==> config.mk <==
export PLATFORM = sky130hd
export DESIGN_NAME = fifo_merge_node
export DESIGN_NICKNAME = d
export VERILOG_FILES = /design/src/rtl/fifo_tree_pkg.sv /design/src/rtl/fifo_merge_node_rr_arb2.sv /design/src/rtl/fifo_merge_node.sv
export SDC_FILE = /design/constraint.sdc
export NUM_CORES = 1
export LEC_CHECK = 0
export BUFFER_PORTS_ARGS = -buffer_cell sky130_fd_sc_hd__buf_2
export CORE_UTILIZATION = 55
export DETAILED_ROUTE_END_ITERATION = 8
export PLACE_DENSITY_LB_ADDON = 0.05
export REMOVE_ABC_BUFFERS = 1
export SLEW_MARGIN = 20
export SYNTH_ARGS = -nofsm -noshare
export SYNTH_HDL_FRONTEND = slang
export SYNTH_SLANG_ARGS = --single-unit
==> constraint.sdc <==
create_clock -name clk -period 6.22 [get_ports clk]
set_input_delay 1.555 -clock clk [delete_from_list [all_inputs] [get_ports clk]]
set_output_delay 1.555 -clock clk [all_outputs]
set_load 0.02 [all_outputs]
==> src/rtl/fifo_tree_pkg.sv <==
// Shared constants and types for the FIFO tree merge nodes.
package fifo_tree_pkg;

  localparam int DATA_WIDTH_DEFAULT = 36;
  localparam int SKID_DEPTH = 2;

  typedef enum logic {
    SRC0 = 1'b0,
    SRC1 = 1'b1
  } src_e;

  function automatic logic [1:0] src_onehot(input src_e src);
    return (src == SRC1) ? 2'b10 : 2'b01;
  endfunction

endpackage

==> src/rtl/fifo_merge_node_rr_arb2.sv <==
// Two-request round-robin arbiter; a tie goes to the source that did not win last.
module rr_arb2
  import fifo_tree_pkg::*;
(
  input  logic [1:0] req,
  input  logic       enable,
  input  src_e       last_grant,
  output logic [1:0] grant
);

  always_comb begin
    grant = 2'b00;
    if (enable) begin
      case (req)
        2'b01:   grant = src_onehot(SRC0);
        2'b10:   grant = src_onehot(SRC1);
        2'b11:   grant = (last_grant == SRC0) ? src_onehot(SRC1) : src_onehot(SRC0);
        default: grant = 2'b00;
      endcase
    end
  end

endmodule

==> src/rtl/fifo_merge_node.sv <==
// 2:1 round-robin merge of two upstream FIFO buffers into one downstream buffer.
// Optional per-source word counters are built when FIFO_MERGE_STATS_EN is defined.
module fifo_merge_node
  import fifo_tree_pkg::*;
#(
  parameter int DATA_WIDTH = DATA_WIDTH_DEFAULT,
  parameter int STAT_WIDTH = 16
) (
  input  logic                  clk,
  input  logic                  reset,
  input  logic [DATA_WIDTH-1:0] src0_data_i,
  input  logic                  src0_nempty_i,
  output logic                  src0_rden_o,
  input  logic [DATA_WIDTH-1:0] src1_data_i,
  input  logic                  src1_nempty_i,
  output logic                  src1_rden_o,
  input  logic                  dst_full_i,
  output logic [DATA_WIDTH-1:0] dst_data_o,
  output logic                  dst_wren_o,
`ifdef FIFO_MERGE_STATS_EN
  output logic [STAT_WIDTH-1:0] src0_count_o,
  output logic [STAT_WIDTH-1:0] src1_count_o,
`endif
  output logic                  idle_o
);

  if (DATA_WIDTH < 1 || STAT_WIDTH < 1) begin : g_param_check
    $error("fifo_merge_node: DATA_WIDTH and STAT_WIDTH must be positive");
  end

  logic                  pend;
  src_e                  pend_src;
  src_e                  last_grant;
  logic [1:0]            occ;
  logic                  wr_ptr;
  logic                  rd_ptr;
  logic [DATA_WIDTH-1:0] skid_mem [SKID_DEPTH];

  logic                  drain;
  logic                  fill;
  logic [2:0]            load;
  logic                  can_issue;
  logic [1:0]            grant;
  logic [DATA_WIDTH-1:0] fill_data;

  assign drain = reset & (occ != 2'd0) & ~dst_full_i;
  assign fill  = pend;

  // Counting the word in flight and the one leaving keeps the skid at two entries at most.
  assign load      = {1'b0, occ} + {2'b00, pend} - {2'b00, drain};
  assign can_issue = (load < 3'd2);

  rr_arb2 u_arb (
    .req        ({src1_nempty_i, src0_nempty_i}),
    .enable     (can_issue & reset),
    .last_grant (last_grant),
    .grant      (grant)
  );

  assign src0_rden_o = grant[SRC0];
  assign src1_rden_o = grant[SRC1];
  assign fill_data   = (pend_src == SRC1) ? src1_data_i : src0_data_i;

  always_ff @(posedge clk) begin
    if (!reset) begin
      pend       <= 1'b0;
      pend_src   <= SRC0;
      last_grant <= SRC1;
    end else if (grant != 2'b00) begin
      pend       <= 1'b1;
      pend_src   <= grant[SRC1] ? SRC1 : SRC0;
      last_grant <= grant[SRC1] ? SRC1 : SRC0;
    end else begin
      pend       <= 1'b0;
    end
  end

  always_ff @(posedge clk) begin
    if (!reset) begin
      occ    <= 2'd0;
      wr_ptr <= 1'b0;
      rd_ptr <= 1'b0;
    end else begin
      occ <= occ + {1'b0, fill} - {1'b0, drain};
      if (fill) begin
        wr_ptr <= ~wr_ptr;
      end
      if (drain) begin
        rd_ptr <= ~rd_ptr;
      end
    end
  end

  always_ff @(posedge clk) begin
    if (!reset) begin
      for (int i = 0; i < SKID_DEPTH; i++) begin
        skid_mem[i] <= '0;
      end
    end else if (fill) begin
      skid_mem[wr_ptr] <= fill_data;
    end
  end

  assign dst_data_o = skid_mem[rd_ptr];
  assign dst_wren_o = drain;
  assign idle_o     = ~pend & (occ == 2'd0);

`ifdef FIFO_MERGE_STATS_EN
  // Counters stick at all-ones instead of wrapping.
  always_ff @(posedge clk) begin
    if (!reset) begin
      src0_count_o <= '0;
      src1_count_o <= '0;
    end else if (fill) begin
      if (pend_src == SRC0 && src0_count_o != '1) begin
        src0_count_o <= src0_count_o + 1'b1;
      end
      if (pend_src == SRC1 && src1_count_o != '1) begin
        src1_count_o <= src1_count_o + 1'b1;
      end
    end
  end
`endif

endmodule
[After elaboration in Yosys (flattened, before gate mapping)]
Memories as Yosys holds them, arrays and structs flattened. A register that Yosys moved wholly into a read port is not among the register bits.
Index checks and enable logic that the tools add are counted.
Cells by class
  multipliers: 0
  eq/ne operators: 3
  mux-type cells: 15
  bitwise operators: 8
  reduce and logical (&&, ||, !) cells: 4
  $lt $le $gt $ge: 1
  $add $sub $neg: 4
  shift-type cells: 0
  div/mod/pow operators: 0
Operator list (count)
  36-bit 2-to-1 mux: 2
  36-bit OR reduction: 1
  1-bit 2-to-1 mux: 10
  2-bit one-hot mux with 3 select lines: 1
  1-bit bitwise AND: 4
  2-bit equality test, second input constant: 2
  2-bit 2-to-1 mux: 2
  1-bit NOT: 4
  2-bit nonzero test: 2
  2-bit by 1-bit adder with 3-bit output: 1
  3-bit by 2-bit less-than comparator with 1-bit output, second input constant: 1
  3-bit by 1-bit subtractor with 3-bit output: 1
  2-bit by 1-bit adder with 2-bit output: 1
  2-bit by 1-bit equality test with 1-bit output, second input constant: 1
  2-bit zero test: 1
  2-bit by 1-bit subtractor with 2-bit output: 1
Storage, ports and cells
  memories: 1
  flip-flop bits (word level): 7
  bits in writable memories: 72
  output and inout bits: 40
  logic and storage cells: 42
  bits in read-only memories: 0
  latch bits: 0
Memories
  skid_mem: words 2, width 36, read ports 1, clocked after Yosys merged registers in 1, wr ports 2, RTL line fifo_merge_node.sv:37  | logic [DATA_WIDTH-1:0] skid_mem [SKID_DEPTH];

[Depth between registers and ports, before layout]
Gate-level depths: netlist of the first run.
  depth in word-level cells: 9
  mapped depth: 10

[Modules after synthesis]
From an unflattened synthesis of the first run, not the netlist that was laid out.
Unflattened totals
  cells, all modules: 277
  area total of the unflattened synthesis: 3794.9 um2
Modules (own cells, without submodules)
  fifo_merge_node: seq. area each 2322.2 um2, area each 3773.6 um2, cells an instance 272, times used 1
  rr_arb2: seq. area each 0.0 um2, area each 21.3 um2, cells an instance 5, times used 1

[Worst setup path before layout of the first run]
OpenSTA, ideal clock, no wires.
  path type: input port to output port
  from: input reset
  to: output src0_rden_o
  stages: 8
  setup slack: 0.883 ns
  buffers on the path: 1
  arrival: 3.782 ns
  path through: buf_4 > inv_2 > nor2_1 > ha_1 > inv_1 > ha_1 > fa_1 > nor4_1
On the way
  longest elaborated chain between the ends: 6
RTL lines
  start, declared: RTL line fifo_merge_node.sv:10  | input logic reset,
  1-bit bitwise AND (2 in a row): RTL line fifo_merge_node.sv:46  | assign drain = reset & (occ != 2'd0) & ~dst_full_i;
  net dst_wren_o: RTL line fifo_merge_node.sv:19  | output logic dst_wren_o,
  3-bit by 1-bit subtractor with 3-bit output: RTL line fifo_merge_node.sv:50  | assign load = {1'b0, occ} + {2'b00, pend} - {2'b00, drain};
  net load[1]: RTL line fifo_merge_node.sv:41  | logic [2:0] load;
  3-bit by 2-bit less-than comparator with 1-bit output: RTL line fifo_merge_node.sv:51  | assign can_issue = (load < 3'd2);
  1-bit bitwise AND: RTL line fifo_merge_node.sv:55  | .enable (can_issue & reset),
  2-bit 2-to-1 mux: RTL line fifo_merge_node_rr_arb2.sv:13  | if (enable) begin
  end, declared: RTL line fifo_merge_node.sv:13  | output logic src0_rden_o,
The timed path passes the listed nets, and every way through them passes these cells.

[Worst setup path in the final report of the first run]
  from: input reset
  to: output src0_rden_o
On the way
  longest elaborated chain between the ends: 6
RTL lines (RTL line)
  1-bit bitwise AND (2 in a row): fifo_merge_node.sv:46
  3-bit by 1-bit subtractor with 3-bit output: fifo_merge_node.sv:50
  3-bit by 2-bit less-than comparator with 1-bit output: fifo_merge_node.sv:51
  1-bit bitwise AND *: fifo_merge_node.sv:55
  2-bit 2-to-1 mux *: fifo_merge_node_rr_arb2.sv:13
Mark *: on every way between the ends. The rest lies on a longest branch, timed or not.

==> impl_metrics.py, run 1 <==
metrics = {
    "outcome": {
        "status": "complete, but fails checks",
        "violations": "design-rule violations",
    },
    "detailed_routing": {
        "routed_wirelength_um": 6790,
        "drc_errors": 16,
        "post_drt_via_cell_ratio": 5.26,
        "route.antenna.remaining_nets": 0,
        "routed_wire_length_per_instance_um": 14.4,
        "detail_route.iter0.violations": 119,
        "vias_post_dr": 2478,
        "drt_first_pass_iters": 6,
    },
    "logic_synthesis": {
        "synth_seq_area_share": 0.627,
        "synthDominantCellAreaShare": 0.583,
        "postSynthAreaPerCell_um2": 13.4,
        "yosysUniqueCellTypes": 28,
        "synth_top_cell_by_area": "edfxtp_1",
        "synth_cell_area_um2": 3710,
        "number_of_storage_elements_in_the_synthesis_netlist": 80,
        "number_of_instances_in_the_synthesized_netlist": 276,
        "total_number_of_yosys_warnings": 0,
        "synth_area_leaders": "edfxtp_1 (58%), mux2_2 (11%), mux2i_1 (9.7%)",
    },
    "setup_path": {
        "worstSetupEndpointType": "primary output",
        "r2r-start": "wr_ptr",
        "critical_path_required_ns": 4.66,
        "crit_fanout": 9,
        "reg2reg_depth": 2,
        "register_to_register_setup_slack_ns": 3.64,
        "worstSetupStartpointType": "input pin",
        "critPathKind": "in2out",
        "worst_endpoint_data_arrival_time_ns": 3.50,
        "r2r-end": "skid_mem[1][10]",
    },
    "global_routing": {
        "grtUsageMet2": 0.347,
        "grt_pass1_wl_um": 11100,
        "largest_net_degree_at_the_start_of_global_routing": 38,
        "number_of_antenna_violations_at_the_first_check_in_global_routing": 0,
        "grt.overflow.total": 0,
        "grt_use_met3": 0.0356,
        "grt_pass1_vias": 2384,
        "groute.usage.overall": 0.205,
        "grt_use_met1": 0.267,
        "globalRoute.busiestLayer": "met2",
    },
    "final_layout": {
        "share_of_cells_above_drive_strength_1": 0.475,
        "finish.utilization": 0.708,
        "synthToLayoutAreaGrowth_pct": 22.6,
        "highest_count_cells_in_the_layout_ignoring_fill_and_taps": "buf_2 (116), edfxtp_1 (72), nor2_1 (67), mux2_2 (36), mux2i_1 (36)",
        "antennaDiodeCount": 0,
        "final_net_count": 469,
        "layout_commonest_cell": "buf_2",
    },
    "placement": {
        "post-place-ws_ns": 1.17,
        "finalWeightedCongestion": 0.670,
        "post-dp-hpwl_um": 4370,
        "portBuffers": 116,
    },
    "min_path": {
        "timing.hold.worst.class": "reg2reg",
        "hold_start": "last_grant",
        "whs_path_depth": 2,
        "hold_end": "last_grant",
    },
    "die": {
        "rows": 29,
        "initial_standard_cell_utilization_of_the_core": 0.577,
        "core_area_um2": 6420,
        "die_area_um2": 7070,
        "dieWidth_um": 84.1,
        "die_span_y_um": 84.1,
        "pin_count": 117,
    },
    "pwr": {
        "ir_drop_mv": 0.346,
        "power_density_nw_per_um2": 426,
        "power.leakage_uw": 0.00189,
    },
    "cts": {
        "ctsRootBufferMaster": "clkbuf_8",
        "cts_repair_resize_count": 0,
        "cts_num_sinks": 80,
        "postCtsHoldBufs": 0,
        "clk_buf_depth": 2,
        "cts_max_level": 3,
        "worst_skew_pair.late_latency_ns": 0.34,
        "tritoncts": "done",
        "clk_pin_slew_worst_paths_ns": 0.08,
        "cts_made_buffers": 9,
        "cts.repair_timing.setup_buffer_count": 0,
    },
    "sta": {
        "rsz0062_at_grt": "false",
        "maxClockFrequency_ghz": 0.198,
        "finalHoldViolCount": 0,
        "finalWorstSetupSlack_ns": 1.16,
        "max_slew_violation_total_from_the_final_report": 0,
        "worst_margin_pin_slew_ns": 0.928,
        "fin_worst_skew_ns": 0.00831,
        "tns_ns": 0,
        "setup_violations": 0,
        "fin_crit_sh": 0.813,
        "finalCriticalPeriod_ns": 5.06,
        "maxSlewHeadroom": 0.379,
    },
    "flow_run": {
        "number_of_maximum_capacitance_constraint_violations": 0,
    },
}
[registers in the layout (all words and copies together) (netlist names), named ones only]
name	count
skid_mem	72
occ	2
fill	1
last_grant	1
pend_src	1
rd_ptr	1
wr_ptr	1
[report_power, final]
group | internal [uW] | total, uW | switching, uW | leakage [uW]
combinational | 304 | 675 | 371 | 0.000966
clock | 226 | 414 | 189 | 0.000101
sequential | 725 | 848 | 124 | 0.000822
[area by class of cell]
cell class / count / area, um^2
timing repair buffer: 118 / 596
sequential: 80 / 2330
clock buffer: 9 / 124
clock inverter: 7 / 96.3
multi-input combinational: 175 / 1290
fill: 473 / 1880
inverter: 5 / 18.8
tap: 77 / 96.3
[how the worst max path moves through the flow]
stage | from | endpoint | slack, ns
after floorplan | dst_full_i | src0_rden_o | 0.90
after global placement | reset | src0_rden_o | 1.22
after detailed placement | reset | src0_rden_o | 1.17
after CTS | reset | src0_rden_o | 1.15
after global routing | reset | src0_rden_o | 1.0
final | reset | src0_rden_o | 1.16
[logic make-up (layout without fill, tap and decap cells)]
| logic type | count (synthesis) | after routing | share of synthesized area |
|---|---|---|---|
| simple gates | 91 | 91 | 0.105 |
| flops | 80 | 80 | 0.627 |
| mux | 72 | 72 | 0.207 |
| buf+inv | 21 | 139 | 0.0314 |
| compound gates | 6 | 6 | 0.0111 |
| fa+ha+maj | 3 | 3 | 0.0122 |
| xor+xnor | 3 | 3 | 0.00709 |
[synthesized netlist by cell type]
master / count
mux2_2: 36
inv_2: 2
buf_4: 1
clkbuf_1: 3
o31ai_1: 1
xnor2_1: 2
inv_1: 3
mux2i_1: 36
buf_2: 9
or3_1: 1
nor4_1: 2
edfxtp_1: 72
nor2_1: 67
xor2_1: 1
o311ai_0: 1
fa_1: 1
o21bai_1: 1
ha_1: 2
and2_1: 2
o21ai_0: 2
o211ai_1: 1
nand2_1: 3
nand3_1: 2
dfxtp_1: 8
nand2b_1: 2
nor3_1: 2
nor2_2: 10
buf_6: 3
[stage by stage]
step / hold slack, ns / area, um^2 / power [uW] / std cells
after global routing: 0.598 / 4540 / 2040 / 471
after detailed placement: 0.494 / 4320 / 1550 / 455
final: 0.543 / 4540 / 1940 / 471
after global placement: 0.515 / 4320 / 1530 / 455
after CTS: 0.550 / 4540 / 1960 / 471
after floorplan: 0.472 / 3610 / 1330 / 260
[routing by layer]
layer	vias to the layer above	wire [um]
met2	79	3430
met5	-	0
met1	1181	2930
met4	0	83
met3	8	350
li1	1210	-
[worst max-delay path, cell delays in order]
cell	delay (ns)
buf_2	0.17
inv_2	0.13
nor2_1	0.08
ha_1	0.29
inv_1	0.04
ha_1	0.18
fa_1	0.38
xnor2_1	0.22
nor4_1	0.26
buf_2	0.21
(Power assumes the default switching activity.)
==> run 2, diff against run 1 <==
--- a/config.mk
+++ b/config.mk
@@ -6,7 +6,7 @@
 export NUM_CORES = 1
 export LEC_CHECK = 0
 export BUFFER_PORTS_ARGS = -buffer_cell sky130_fd_sc_hd__buf_2
-export CORE_UTILIZATION = 55
+export CORE_UTILIZATION = 51
 export DETAILED_ROUTE_END_ITERATION = 8
 export PLACE_DENSITY_LB_ADDON = 0.05
 export REMOVE_ABC_BUFFERS = 1
==> constraint.sdc (replaced) <==
create_clock -name clk -period 5 [get_ports clk]
set_input_delay 1.25 -clock clk [delete_from_list [all_inputs] [get_ports clk]]
set_output_delay 1.25 -clock clk [all_outputs]
set_load 0.02 [all_outputs]
==> impl_metrics.py, run 2 (synthesis results as in run 1) <==
metrics = {
    "setup_path": {
        "critPathSlowestCell": "xnor2_1",
        "worst_endpoint_data_arrival_time_ns": 3.17,
        "critical_path_required_ns": 3.75,
        "crit_path_cell_trace": "buf_2 > inv_2 > nor2_1 > ha_1 > inv_1 > ha_1 > fa_1 > xnor2_1 > nor3_1 > buf_2",
        "worstSetupStartpointType": "input pin",
        "crit_fanout": 9,
        "worstSetupEndpointType": "primary output",
        "critPathKind": "in2out",
        "timing.critical_path.slowest_cell_delay_ns": 0.39,
    },
    "min_path": {
        "timing.hold.worst.class": "reg2reg",
    },
    "global_routing": {
        "largest_net_degree_at_the_start_of_global_routing": 38,
        "grt_pass1_wl_um": 10700,
        "groute.usage.overall": 0.192,
        "grt.overflow.total": 0,
        "grt_pass1_vias": 2348,
        "number_of_antenna_violations_at_the_first_check_in_global_routing": 0,
    },
    "die": {
        "die_area_um2": 7610,
        "core_area_um2": 6910,
        "pin_count": 117,
        "initial_standard_cell_utilization_of_the_core": 0.537,
        "dieWidth_um": 87.2,
        "rows": 30,
        "die_span_y_um": 87.2,
    },
    "sta": {
        "setup_violations": 0,
        "maxClockFrequency_ghz": 0.226,
        "max_slew_violation_total_from_the_final_report": 0,
        "rsz0062_at_grt": "false",
        "finalWorstSetupSlack_ns": 0.584,
        "finalCriticalPeriod_ns": 4.42,
        "tns_ns": 0,
        "fin_crit_sh": 0.883,
        "fin_worst_skew_ns": 0.00601,
        "finalHoldViolCount": 0,
        "maxSlewHeadroom": 0.406,
        "worst_margin_pin_slew_ns": 0.888,
    },
    "final_layout": {
        "finish.utilization": 0.661,
        "largest-register": "skid_mem",
        "postLayoutCellArea_um2": 4570,
        "n_fill_cell": 571,
        "final_net_count": 470,
        "share_of_cells_above_drive_strength_1": 0.471,
        "antennaDiodeCount": 0,
        "seqCellArea_um2": 2330,
        "highest_count_cells_in_the_layout_ignoring_fill_and_taps": "buf_2 (116), edfxtp_1 (72), nor2_1 (67), mux2_2 (36), mux2i_1 (36)",
        "layout_commonest_cell": "buf_2",
        "top_regs": "skid_mem: 72 flops, occ: 2 flops",
        "largest_register_ff_count": 72,
        "synthToLayoutAreaGrowth_pct": 23.2,
        "multiInputGateArea_um2": 1290,
    },
    "flow_run": {
        "number_of_maximum_capacitance_constraint_violations": 0,
    },
    "pwr": {
        "power_density_nw_per_um2": 525,
        "ir_drop_mv": 0.316,
        "pnr_total_power_uw": 2400,
        "power.leakage_uw": 0.00189,
    },
    "detailed_routing": {
        "routed_wirelength_um": 6940,
        "post_drt_via_cell_ratio": 5.02,
        "drc_errors": 0,
        "detail_route.iter0.violations": 98,
        "routed_wire_length_per_instance_um": 14.1,
        "route.antenna.remaining_nets": 0,
        "vias_post_dr": 2463,
        "drt_first_pass_iters": 4,
    },
    "cts": {
        "cts_num_sinks": 80,
        "clk_pin_slew_worst_paths_ns": 0.08,
        "ctsRootBufferMaster": "clkbuf_8",
        "postCtsHoldBufs": 0,
        "cts_made_buffers": 9,
        "clk_buf_depth": 2,
        "tritoncts": "done",
        "cts_max_level": 3,
        "cts.repair_timing.setup_buffer_count": 0,
        "cts_repair_resize_count": 0,
        "worst_skew_pair.late_latency_ns": 0.34,
    },
    "placement": {
        "portBuffers": 116,
        "finalWeightedCongestion": 0.693,
        "post-dp-hpwl_um": 4470,
        "dpl_cell_area_um2": 4350,
        "post-place-ws_ns": 0.578,
    },
    "outcome": {
        "status": "finished clean",
    },
}
-- run 2: cell count changes in the layout (fill, tap and decap cells not counted), sizes merged --
cell,before,now
clkbuf,9,10
buf,118,119
clkinvlp,3,2
-- run 2: where the power goes --
group	total, uW	switching [uW]	internal [uW]	leakage (uW)
Combinational	839	460	378	0.000970
Sequential	1060	155	902	0.000822
Clock	505	226	279	0.0000999
-- run 2: routing by layer --
layer / GRT usage / routed length [um]
met1: 0.231 / 3020
met2: 0.330 / 3450
met3: 0.0322 / 283
met4: 0.101 / 186
met5: 0 / 0
-- run 2: final timing paths --
check | endpoint | start | slack (ns) | cells past startpoint
max | src1_rden_o | reset | 0.58 | 10
min reg2reg | rd_ptr | rd_ptr | 0.54 | 2
min | rd_ptr | rd_ptr | 0.54 | 2
max reg2reg | last_grant | occ[1] | 2.71 | 9
-- run 2: per-stage QoR --
stage          std cells  hold WS [ns]
2_1_floorplan        260         0.472
3_3_place_gp         475         0.511
3_5_place_dp         475         0.507
4_1_cts              491         0.541
5_1_grt              491         0.589
6_report             491         0.536
-- run 2: cell type report --
class / count / share of cell area
inverters: 5 / 0.00411
multi-input cells: 175 / 0.282
flip-flops and latches: 80 / 0.510
well taps: 96 / 0.0263
clock inverters: 6 / 0.0184
clock buffers: 10 / 0.0279
repair buffers: 119 / 0.132
-- run 2: worst max-delay path: cells and delay by family --
kind / cells / cell delay [ns]
XOR/XNOR: 1 / 0.39
AND/OR/NAND/NOR: 2 / 0.18
adder cells (fa/ha/maj): 3 / 0.83
buffers and inverters: 4 / 0.52
==> run 3, diff against run 2 <==
--- a/config.mk
+++ b/config.mk
@@ -5,8 +5,10 @@
 export SDC_FILE = /design/constraint.sdc
 export NUM_CORES = 1
 export LEC_CHECK = 0
+export ABC_AREA = 1
 export BUFFER_PORTS_ARGS = -buffer_cell sky130_fd_sc_hd__buf_2
 export CORE_UTILIZATION = 51
+export CTS_BUF_LIST = sky130_fd_sc_hd__clkbuf_4 sky130_fd_sc_hd__clkbuf_8 sky130_fd_sc_hd__clkbuf_16
 export DETAILED_ROUTE_END_ITERATION = 8
 export PLACE_DENSITY_LB_ADDON = 0.05
 export REMOVE_ABC_BUFFERS = 1
==> impl_metrics.py, run 3 <==
metrics = {
    "setup_path": {
        "critical_path_depth": 13,
        "setup.worst_path.start": "reset",
        "crit_fanout": 12,
        "critPathKind": "in2out",
        "r2r-start": "occ[1]",
        "timing.critical_path.slowest_cell_delay_ns": 0.44,
        "timing.critical_path.max_delay_family": "adder cells",
        "worst_endpoint_data_arrival_time_ns": 3.30,
        "crit_path_cell_trace": "buf_2 > nand2_1 > nor2_1 > ha_1 > inv_1 > ha_1 > fa_1 > inv_1 > nand2_1 > nor2_1 > nand3_1 > inv_1 > buf_2",
        "register_to_register_setup_slack_ns": 2.64,
        "worstSetupStartpointType": "input pin",
        "critPathSlowestCell": "fa_1",
        "critPathMostFrequentCell": "inv_1",
        "reg2reg_depth": 13,
        "critical_path_required_ns": 3.75,
        "combined_buffer_and_inverter_count_along_the_critical_path": 5,
        "worstSetupEndpointType": "primary output",
    },
    "cts": {
        "postCtsHoldBufs": 0,
        "cts_made_buffers": 9,
        "cts.repair_timing.setup_buffer_count": 0,
        "cts_max_level": 3,
        "clk_pin_slew_worst_paths_ns": 0.08,
        "worst_skew_pair.late_latency_ns": 0.34,
        "clk_buf_depth": 2,
        "cts_num_sinks": 80,
        "tritoncts": "done",
        "ctsRootBufferMaster": "clkbuf_8",
        "cts_repair_resize_count": 0,
    },
    "placement": {
        "finalWeightedCongestion": 0.748,
        "portBuffers": 116,
        "post-dp-hpwl_um": 4280,
    },
    "detailed_routing": {
        "vias_post_dr": 2495,
        "route.antenna.remaining_nets": 0,
        "post_drt_via_cell_ratio": 4.98,
        "routed_wirelength_um": 6840,
        "drc_errors": 0,
        "detail_route.iter0.violations": 108,
        "drt_first_pass_iters": 4,
        "routed_wire_length_per_instance_um": 13.7,
    },
    "die": {
        "rows": 30,
        "core_area_um2": 6910,
        "dieWidth_um": 87.4,
        "die_area_um2": 7630,
        "initial_standard_cell_utilization_of_the_core": 0.538,
        "pin_count": 117,
        "die_span_y_um": 87.4,
    },
    "pwr": {
        "combinationalPowerShare": 0.318,
        "power_density_nw_per_um2": 462,
        "cellInternalPower_uw": 1380,
        "clkPwrFrac": 0.217,
        "pnr_total_power_uw": 2080,
        "power.leakage_uw": 0.00192,
        "ir_drop_mv": 0.316,
        "portion_of_total_power_attributed_to_sequential_cells": 0.465,
        "power.switching_fraction": 0.338,
        "power_switching_uw": 702,
    },
    "final_layout": {
        "n_fill_cell": 578,
        "share_of_cells_above_drive_strength_1": 0.435,
        "antennaDiodeCount": 0,
        "synthToLayoutAreaGrowth_pct": 21.2,
        "highest_count_cells_in_the_layout_ignoring_fill_and_taps": "buf_2 (116), nor2_1 (75), edfxtp_1 (72), mux2_2 (36), mux2i_1 (36)",
        "final_net_count": 480,
        "finish.utilization": 0.652,
        "top_regs": "skid_mem: 72 flops, occ: 2 flops",
        "largest_register_ff_count": 72,
        "layout_commonest_cell": "buf_2",
        "largest-register": "skid_mem",
    },
    "logic_synthesis": {
        "synth_top_flop_cell": "edfxtp_1",
        "total_number_of_yosys_warnings": 0,
        "synth_enable_flop_cells": 72,
        "postSynthAreaPerCell_um2": 12.9,
        "postSynth.asyncResetShare": 0,
        "number_of_storage_elements_in_the_synthesis_netlist": 80,
        "synthDominantCellAreaShare": 0.582,
        "number_of_instances_in_the_synthesized_netlist": 288,
        "synth_top_cell_by_area": "edfxtp_1",
        "synth_cell_area_um2": 3720,
        "yosysUniqueCellTypes": 20,
        "synth_seq_area_share": 0.625,
        "synth.most_common_cell": "nor2_1",
        "synth_area_leaders": "edfxtp_1 (58%), mux2_2 (11%), mux2i_1 (9.7%)",
        "synthTopCellsByCount": "nor2_1 (75), edfxtp_1 (72), mux2_2 (36), mux2i_1 (36), nand2_1 (18)",
    },
    "sta": {
        "tns_ns": 0,
        "setup_violations": 0,
        "fin_worst_skew_ns": 0.00912,
        "rsz0062_at_grt": "false",
        "finalCriticalPeriod_ns": 4.55,
        "finalHoldViolCount": 0,
        "max_slew_violation_total_from_the_final_report": 0,
        "fin_crit_sh": 0.909,
        "worst_margin_pin_slew_ns": 1.09,
        "maxClockFrequency_ghz": 0.220,
        "maxSlewHeadroom": 0.270,
    },
    "global_routing": {
        "groute.usage.overall": 0.185,
        "grt_pass1_wl_um": 10400,
        "number_of_antenna_violations_at_the_first_check_in_global_routing": 0,
        "largest_net_degree_at_the_start_of_global_routing": 39,
        "grt.overflow.total": 0,
        "grt_pass1_vias": 2335,
    },
    "min_path": {
        "timing.hold.worst.class": "reg2reg",
        "hold_start": "last_grant",
        "whs_path_depth": 2,
    },
    "outcome": {
        "status": "finished clean",
    },
    "flow_run": {
        "number_of_maximum_capacitance_constraint_violations": 0,
    },
}
[run 3: changes by cell type after synthesis, moves of 4 or more]
cell / delta
buf_4: +6
nor2_1: +8
inv_1: +9
nor2_2: -8
nand2_1: +15
buf_2: -4
[run 3: final timing paths]
path | to
hold reg to reg | last_grant
setup reg to reg | pend_src
hold / removal | last_grant
setup / recovery | src0_rden_o
[run 3: routing by layer]
| metal | track usage | vias up | share of wire |
|---|---|---|---|
| met5 | 0 | - | 0 |
| met4 | 0.0879 | 0 | 0.015 |
| met3 | 0.0398 | 10 | 0.050 |
| met2 | 0.317 | 82 | 0.49 |
| met1 | 0.222 | 1176 | 0.45 |
| li1 | - | 1227 | - |
[run 3: power groups by stage]
stage	Clock (uW)	Combinational, uW	Sequential [uW]
after floorplan	0	476	954
after global placement	0	659	981
after detailed placement	0	666	987
after CTS	458	669	973
after global routing	489	727	985
final	451	661	968
[run 3: final cells by class]
class | count | area, um^2 | share of cell area
well taps | 96 | 120 | 0.0267
clock buffers | 9 | 124 | 0.0275
clock inverters | 7 | 62.6 | 0.0139
multi-input cells | 179 | 1240 | 0.274
flip-flops and latches | 80 | 2320 | 0.516
inverters | 13 | 48.8 | 0.0108
repair buffers | 117 | 588 | 0.131
[run 3: cells by family (layout without fill, tap and decap cells)]
family	count (synthesis)	count (layout)	share of synthesized area
buf+inv	29	146	0.0441
simple gates	101	101	0.109
flops	80	80	0.625
mux	72	72	0.206
compound gates	3	3	0.00404
fa+ha+maj	3	3	0.0121
[run 3: worst reg2reg max path: stages (launching register included)]
cell,delay (ns)
dfxtp_1,0.34
or2_2,0.28
nand2_1,0.08
nor2_1,0.07
ha_1,0.27
inv_1,0.04
ha_1,0.18
fa_1,0.46
inv_1,0.07
nand2_1,0.04
nor2_1,0.12
nand3_1,0.15
nand2_1,0.09
a21oi_1,0.07
[run 3: stage by stage]
| stage | hold WS [ns] | worst slack, ns | area [um^2] | cells |
|---|---|---|---|---|
| floorplan | 0.451 | 0.692 | 3600 | 272 |
| global placement | 0.469 | 0.563 | 4320 | 485 |
| detailed placement | 0.475 | 0.443 | 4320 | 485 |
| CTS | 0.493 | 0.437 | 4500 | 501 |
| global route | 0.514 | 0.202 | 4500 | 501 |
| finish | 0.497 | 0.455 | 4500 | 501 |
